File: src/rtl/keccak_pkg.sv
`default_nettype none
// ============================================================================
//  Module      : keccak_pkg
//  Description : Shared Keccak-f[1600] definitions for the lane-serial theta
//                datapath: lane geometry, lane index helpers, lane rotation
//                and the theta stream state encoding.
//  Revision    : 1.0 - initial release
// ============================================================================
package keccak_pkg;

    // Lane width in bits; only 64-bit lanes (Keccak-f[1600]) are supported.
    localparam int LANE_W    = 64;
    // Number of lanes in the 5x5 state.
    localparam int NUM_LANES = 25;

    // Lane-serial theta sequencing: collect, compute D, emit.
    typedef enum logic [1:0] {
        LOAD  = 2'd0,
        CALC  = 2'd1,
        DRAIN = 2'd2
    } state_t;

    // Column (x) coordinate of linear lane index i = x + 5*y.
    function automatic logic [2:0] x_of(input logic [4:0] i);
        return 3'(i % 5'd5);
    endfunction

    // Row (y) coordinate of linear lane index i = x + 5*y.
    function automatic logic [2:0] y_of(input logic [4:0] i);
        return 3'(i / 5'd5);
    endfunction

    // Rotate a lane left by n bit positions (bit z moves to bit z+n),
    // with the amount taken modulo the lane width.
    function automatic logic [LANE_W-1:0] rotl(input logic [LANE_W-1:0] v,
                                               input int unsigned      n);
        int unsigned amt;
        amt = n % LANE_W;
        if (amt == 0) begin
            return v;
        end
        return (v << amt) | (v >> (LANE_W - amt));
    endfunction

endpackage : keccak_pkg
`default_nettype wire

File: src/rtl/keccak_theta_d.sv
`default_nettype none
// ============================================================================
//  Module      : keccak_theta_d
//  Description : Combinational theta D network. From the five column
//                parities C[0..4] it forms
//                    D[x] = C[(x+4)%5] ^ rotl(C[(x+1)%5], 1)
//                for all five columns. Pure XOR/wiring, no state, so it can
//                be reused as-is inside an unrolled round.
//  Revision    : 1.0 - initial release
// ============================================================================
module keccak_theta_d
    import keccak_pkg::*;
(
    input  logic [5*LANE_W-1:0] i_c_flat,   // C[x] at bits [x*LANE_W +: LANE_W]
    output logic [5*LANE_W-1:0] o_d_flat    // D[x] at bits [x*LANE_W +: LANE_W]
);

    // One D lane per column: left neighbour parity XOR rotated right neighbour.
    generate
        for (genvar x = 0; x < 5; x++) begin : g_col
            localparam int c_x_left  = (x + 4) % 5;
            localparam int c_x_right = (x + 1) % 5;

            assign o_d_flat[x*LANE_W +: LANE_W] =
                i_c_flat[c_x_left*LANE_W +: LANE_W] ^
                rotl(i_c_flat[c_x_right*LANE_W +: LANE_W], 1);
        end
    endgenerate

endmodule : keccak_theta_d
`default_nettype wire

File: src/rtl/keccak_theta_stream.sv
`default_nettype none
// ============================================================================
//  Module      : keccak_theta_stream
//  Description : Lane-serial Keccak-f[1600] theta step. Accepts 25 lanes in
//                index order (i = x + 5*y), buffers them while folding each
//                lane into its column parity C[x], registers D in a single
//                CALC cycle, then emits buf[i] ^ D[x] for i = 0..24 with a
//                valid/ready handshake. Load and drain never overlap.
//  Options     : KECCAK_THETA_BYPASS_EN - adds input theta_bypass; when high
//                during CALC, D is registered as zero so lanes pass through
//                unchanged.
//  Revision    : 1.0 - initial release
// ============================================================================
module keccak_theta_stream
    import keccak_pkg::*;
(
    input  logic              clk,
    input  logic              rst_n,
`ifdef KECCAK_THETA_BYPASS_EN
    input  logic              theta_bypass,
`endif
    input  logic              in_valid,
    output logic              in_ready,
    input  logic [LANE_W-1:0] in_lane,
    output logic              out_valid,
    input  logic              out_ready,
    output logic [LANE_W-1:0] out_lane,
    output logic [4:0]        out_idx,
    output logic              out_last,
    output logic              busy
);

    // ------------------------------------------------------------------------
    // Storage
    // ------------------------------------------------------------------------
    state_t             r_state;
    state_t             w_next_state;
    logic [4:0]         r_cnt;                  // lane index for load and drain
    logic [LANE_W-1:0]  r_c   [0:4];            // running column parities
    logic [LANE_W-1:0]  r_d   [0:4];            // registered theta D lanes
    logic [LANE_W-1:0]  r_buf [0:NUM_LANES-1];  // buffered input state

    logic [5*LANE_W-1:0] w_c_flat;
    logic [5*LANE_W-1:0] w_d_flat;

    logic               w_in_fire;
    logic               w_out_fire;
    logic               w_cnt_last;
    logic               w_d_zero;
    logic [2:0]         w_col;
    logic [4:0]         w_cnt_inc;

    // ------------------------------------------------------------------------
    // Handshake and counter decode (registers only feed the outputs)
    // ------------------------------------------------------------------------
    assign in_ready   = (r_state == LOAD);
    assign out_valid  = (r_state == DRAIN);
    assign w_in_fire  = in_valid  & in_ready;
    assign w_out_fire = out_valid & out_ready;
    assign w_cnt_last = (r_cnt == 5'(NUM_LANES - 1));
    assign w_cnt_inc  = w_cnt_last ? 5'd0 : (r_cnt + 5'd1);
    assign w_col      = x_of(r_cnt);

`ifdef KECCAK_THETA_BYPASS_EN
    assign w_d_zero = theta_bypass;
`else
    assign w_d_zero = 1'b0;
`endif

    // ------------------------------------------------------------------------
    // Theta D network over the current column parities
    // ------------------------------------------------------------------------
    generate
        for (genvar x = 0; x < 5; x++) begin : g_c_flat
            assign w_c_flat[x*LANE_W +: LANE_W] = r_c[x];
        end
    endgenerate

    keccak_theta_d u_theta_d (
        .i_c_flat (w_c_flat),
        .o_d_flat (w_d_flat)
    );

    // ------------------------------------------------------------------------
    // FSM
    // ------------------------------------------------------------------------

    // State register; reset discards any partially loaded or drained state.
    always_ff @(posedge clk or negedge rst_n) begin
        if (!rst_n) begin
            r_state <= LOAD;
        end else begin
            r_state <= w_next_state;
        end
    end

    // Next state: 25 accepted lanes -> CALC -> DRAIN -> 25 handshakes -> LOAD.
    always_comb begin
        w_next_state = r_state;
        case (r_state)
            LOAD: begin
                if (w_in_fire && w_cnt_last) begin
                    w_next_state = CALC;
                end
            end
            CALC: begin
                w_next_state = DRAIN;
            end
            DRAIN: begin
                if (w_out_fire && w_cnt_last) begin
                    w_next_state = LOAD;
                end
            end
            default: begin
                w_next_state = LOAD;
            end
        endcase
    end

    // ------------------------------------------------------------------------
    // Datapath
    // ------------------------------------------------------------------------

    // Lane counter, column parity accumulation and D capture.
    always_ff @(posedge clk or negedge rst_n) begin
        if (!rst_n) begin
            r_cnt <= 5'd0;
            for (int x = 0; x < 5; x++) begin
                r_c[x] <= '0;
                r_d[x] <= '0;
            end
        end else begin
            case (r_state)
                LOAD: begin
                    if (w_in_fire) begin
                        r_c[w_col] <= r_c[w_col] ^ in_lane;
                        r_cnt      <= w_cnt_inc;
                    end
                end
                CALC: begin
                    for (int x = 0; x < 5; x++) begin
                        r_d[x] <= w_d_zero ? '0 : w_d_flat[x*LANE_W +: LANE_W];
                    end
                end
                DRAIN: begin
                    if (w_out_fire) begin
                        r_cnt <= w_cnt_inc;
                        // Parities must start from zero for the next state.
                        if (w_cnt_last) begin
                            for (int x = 0; x < 5; x++) begin
                                r_c[x] <= '0;
                            end
                        end
                    end
                end
                default: begin
                    r_cnt <= 5'd0;
                end
            endcase
        end
    end

    // Lane buffer: plain storage without reset, every slot is rewritten
    // before it is read in the following drain.
    always_ff @(posedge clk) begin
        if (w_in_fire) begin
            r_buf[r_cnt] <= in_lane;
        end
    end

    // ------------------------------------------------------------------------
    // Outputs (decoded from registers; zero outside DRAIN)
    // ------------------------------------------------------------------------

    // Theta-transformed lane and its index for the current drain slot.
    always_comb begin
        out_lane = '0;
        out_idx  = 5'd0;
        out_last = 1'b0;
        if (out_valid) begin
            out_lane = r_buf[r_cnt] ^ r_d[w_col];
            out_idx  = r_cnt;
            out_last = w_cnt_last;
        end
    end

    // Busy whenever any lane of a state is held or in flight.
    assign busy = !((r_state == LOAD) && (r_cnt == 5'd0));

endmodule : keccak_theta_stream
`default_nettype wire

File: config.mk
export PLATFORM = sky130hd
export DESIGN_NAME = keccak_theta_stream
export DESIGN_NICKNAME = d
export VERILOG_FILES = /design/src/rtl/keccak_pkg.sv /design/src/rtl/keccak_theta_d.sv /design/src/rtl/keccak_theta_stream.sv
export SDC_FILE = /design/constraint.sdc
export NUM_CORES = 2
export LEC_CHECK = 0
export ABC_AREA = 0
export BUFFER_PORTS_ARGS = -buffer_cell sky130_fd_sc_hd__buf_2
export CORE_ASPECT_RATIO = 2
export CORE_UTILIZATION = 25
export CTS_CLUSTER_SIZE = 8
export DETAILED_ROUTE_END_ITERATION = 12
export SYNTH_ARGS = -nofsm -noshare
export SYNTH_HDL_FRONTEND = slang
export SYNTH_SLANG_ARGS = --single-unit
export TNS_END_PERCENT = 100
File: constraint.sdc
create_clock -name clk -period 9.65 [get_ports clk]
set_input_delay 0.965 -clock clk [delete_from_list [all_inputs] [get_ports clk]]
set_output_delay 0.965 -clock clk [all_outputs]
set_load 0.05 [all_outputs]
==> summary.md <==
| Metric | Value |
|---|---|
| Hold_buf cts | `0` |
| Worst reg2reg path depth | `19` |
| Clock latency on the worst-skew pair | `0.89 ns` |
| Number of pins exceeding their max-slew limit in the final report | `0` |
| Placed wire-length estimate after detailed placement | `186000 um` |
| Setup fix buffers added after clock tree synthesis | `0` |
| Total length of routed wires | `304000 um` |
| Maximum clock frequency | `0.117 GHz` |
| Critical register-to-register path startpoint | `r_cnt[0]` |
| Mean number of vias per cell | `4.91` |
| Avg WL per Cell | `26.6 um` |
| Sequential-to-total area share from yosys stat | `68.2%` |
| Number of antenna violations at the first check in global routing | `56` |
| Number of flops mapped to enable cells by yosys | `1600` |
| Crit Reg-Reg Endpoint | `r_c[228]` |
| Critical Path End Type | `output pin` |
| Worst path arrival time | `between 7 and 8 ns` |
| Ys async rst share | `28.8%` |
| Resized cells post-CTS | `0` |
| Final weighted congestion of routability-driven global placement | `~0.85` |
| DR vias | `between 50000 and 60000` |
| Count of state elements after synthesis | `2247` |
| Total DRC errors in the routed layout | `0` |
| Final hold vios | `0` |
| Instance area at placement | `101000 um2` |
| Total standard cell area after synthesis | `94200 um2` |
| Core region area | `~370000 um2` |
| Clock net sink count | `2247` |
| First-pass GRT wire length | `433000 um` |
| Count of distinct cell types in the synthesized netlist | `72` |
| Final net count | `6486` |
| Setup repair after global routing missed its margin | `false` |
| Number of global-route vias before repair | `around 60000` |
| Overall die height | `approximately 870 um` |
| Highest cell delay on the worst timing path | `1.11 ns` |
| Overall routing resource usage | `15.6%` |
| Count of boundary I/O pins | `141` |
| Remaining antenna violation count after routing | `0` |
| Number of rows created at floorplan | `318` |
| WS Path Type | `flip-flop to output pin` |
| Pin count of the biggest net entering global routing | `259` |
| Area growth from synthesis to layout | `16.6%` |
| Number of maximum-capacitance violations | `0` |
| Number of endpoints failing setup at the final stage | `0` |
| Number of buffers created by CTS | `roughly 320` |
| Effective utilization at floorplan | `25.1%` |
| Post-route cell area | `110000 um2` |
| Commonest register cell after synthesis | `sky130_fd_sc_hd__edfxtp_1` |
| Critical Path Slowest Stage Cell | `sky130_fd_sc_hd__dfrtp_4` |
| Yosys synthesis warning count | `0` |
| Clk Tree Root Cell | `sky130_fd_sc_hd__clkbuf_16` |
| Total congestion overflow | `0` |
| Router iterations before antenna repair | `8` |
| Portion of the clock cycle consumed by the worst path in the final layout | `88.6%` |
| Iteration-0 DRC count of the detailed router | `5097` |
| Number of filler cells placed in the layout | `about 37000` |
| Shortest clock period the worst path allows after layout | `8.55 ns` |
| Total of buffers placed on input and output ports | `140` |
| Synth Instances | `6196` |
| Critical Path, Cell by Cell | `inv_1 -> ha_1 -> a211oi_1 -> o21ai_0 -> o211ai_1 -> and2_1 -> inv_1 -> ha_1 -> or2_2 -> o221ai_2 -> a21oi_2 -> nor2_4 -> a211oi_2 -> a21oi_4 -> o2111ai_1 -> xor2_1 -> nor2_1 -> buf_2` |
| Worst hold-check path type | `input port to async pin` |
| Die footprint | `380000 um2` |
| H-Tree Depth | `5` |
| Slack of the worst reg-to-reg path | `2.71 ns` |
| Outcome | `finished, final reports clean` |
| Critical path required time | `8.69 ns` |
| TritonCTS clock tree | `yes` |
| Fraction of final layout cells with drive strength greater than 1 | `18.0%` |
| Worst clock skew | `0.0552 ns` |
| Post-CTS clock slew at the launch and capture registers of the worst setup and hold paths | `0.05 ns` |
| Synthesized netlist net count | `6275` |
| Die X-Extent | `436 um` |
| CP Max Fanout | `52` |
| Least-Margin Pin Slew | `roughly 1.3 ns` |
| Mean Syn Cell Area | `about 15 um2` |
| Crit start category | `flip-flop` |
| Maximum number of buffers from clock root to sink | `4` |
| Tightest slew margin relative to the limit | `12.6%` |
| Total negative slack for setup checks | `0 ns` |
metrics by stage:
| stage | util (%) | hold slack, ns | worst slack (ns) | instances |
|---|---|---|---|---|
| 6_report | 29.3 | 0.0350 | 1.10 | 11453 |
| 5_1_grt | 29.3 | 0.0908 | 0.700 | 11448 |
| 4_1_cts | 29.3 | 0.0339 | 1.10 | 11442 |
| 3_5_place_dp | 27.0 | 0.465 | 2.06 | 11043 |
| 3_3_place_gp | 27.0 | 0.456 | 2.12 | 11042 |
| 2_1_floorplan | - | 0.444 | 2.60 | 6196 |
worst max path at each step:
stage,from,end,cells after the start
2_1_floorplan,r_state[1],r_buf[24][0],4
3_3_place_gp,r_cnt[0],out_lane[61],18
3_5_place_dp,r_cnt[0],out_lane[61],18
4_1_cts,r_cnt[0],out_lane[61],18
5_1_grt,r_cnt[0],out_lane[61],18
6_report,r_cnt[0],out_lane[61],18
Yosys cell counts, drive strengths merged (3+ instances only):
| master | number | area [um2] |
|---|---|---|
| a211oi | 4 | 40.0 |
| a21o | 5 | 37.5 |
| a21oi | 203 | 1030 |
| a221o | 48 | 480 |
| a221oi | 17 | 249 |
| a222oi | 17 | 170 |
| a22oi | 46 | 345 |
| a31oi | 21 | 131 |
| a32oi | 17 | 149 |
| and2 | 7 | 43.8 |
| and3 | 3 | 18.8 |
| buf | 141 | 704 |
| clkbuf | 262 | 985 |
| dfrtp | 647 | 16200 |
| edfxtp | 1600 | 48000 |
| ha | 11 | 138 |
| inv | 72 | 270 |
| mux2i | 247 | 2470 |
| mux4 | 391 | 8810 |
| nand2 | 802 | 3010 |
| nand2b | 4 | 25.0 |
| nand3 | 6 | 35.0 |
| nor2 | 170 | 646 |
| o2111ai | 65 | 569 |
| o21ai | 753 | 3790 |
| o21bai | 65 | 488 |
| o221ai | 19 | 173 |
| o2bb2ai | 65 | 569 |
| or2 | 6 | 37.5 |
| xnor2 | 303 | 2770 |
| xor2 | 149 | 1550 |
layout by cell type (no fill, tap or decap), types with 70 or more instances in the layout:
cell	Yosys	final
sky130_fd_sc_hd__a21oi_1	200	199
sky130_fd_sc_hd__buf_2	50	139
sky130_fd_sc_hd__buf_4	28	138
sky130_fd_sc_hd__clkbuf_16	0	331
sky130_fd_sc_hd__dfrtp_1	647	642
sky130_fd_sc_hd__edfxtp_1	1600	1600
sky130_fd_sc_hd__inv_1	70	70
sky130_fd_sc_hd__mux2i_1	247	247
sky130_fd_sc_hd__mux4_2	391	391
sky130_fd_sc_hd__nand2_1	801	799
sky130_fd_sc_hd__nor2_1	169	144
sky130_fd_sc_hd__o21ai_0	508	501
sky130_fd_sc_hd__o21ai_1	239	245
sky130_fd_sc_hd__xnor2_1	287	286
sky130_fd_sc_hd__xor2_1	116	115
sequential cells by signal (all words and copies together) (netlist names):
| name | cells |
|---|---|
| r_buf | 1600 |
| r_c | 320 |
| r_cnt | 5 |
| r_d | 320 |
| r_state | 2 |
critical path: cells and delay by family (launching register included):
kind / cells / cell delay [ns]
buf+inv: 3 / 0.88
xor+xnor: 1 / 0.27
fa+ha+maj: 2 / 0.65
flops: 1 / 1.11
compound gates: 8 / 2.31
simple gates: 4 / 1.43
logic make-up after synthesis:
logic type | Yosys count | share of synthesized area, %
compound gates | 1358 | 8.85
flops | 2247 | 68.2
xor+xnor | 452 | 4.59
buf+inv | 475 | 2.08
simple gates | 1014 | 4.19
mux | 639 | 12.0
fa+ha+maj | 11 | 0.146
layer usage:
metal  vias to the layer above  track usage (%)  wire, um  share of wire (%)
li1                      23712                -         -                  -
met1                     29372             16.4    104000                 34
met2                      2359             28.7    161000                 53
met3                       800             2.86     20100                6.6
met4                        24             9.30     19000                6.2
met5                         -                0       161              0.053
layout make-up:
type | count | area [um2] | area share, %
multi-input cells | 3474 | 28500 | 25.9
repair buffers | 290 | 1990 | 1.81
well taps | 4960 | 6210 | 5.65
inverters | 72 | 273 | 0.248
flip-flops and latches | 2247 | 64300 | 58.5
clock buffers | 388 | 8500 | 7.73
diodes | 11 | 27.5 | 0.0251
clock inverters | 11 | 181 | 0.165
Power is left out: the tool's default activity adds up to more than one toggle a clock period on the data nets, which glitch-free logic cannot reach.
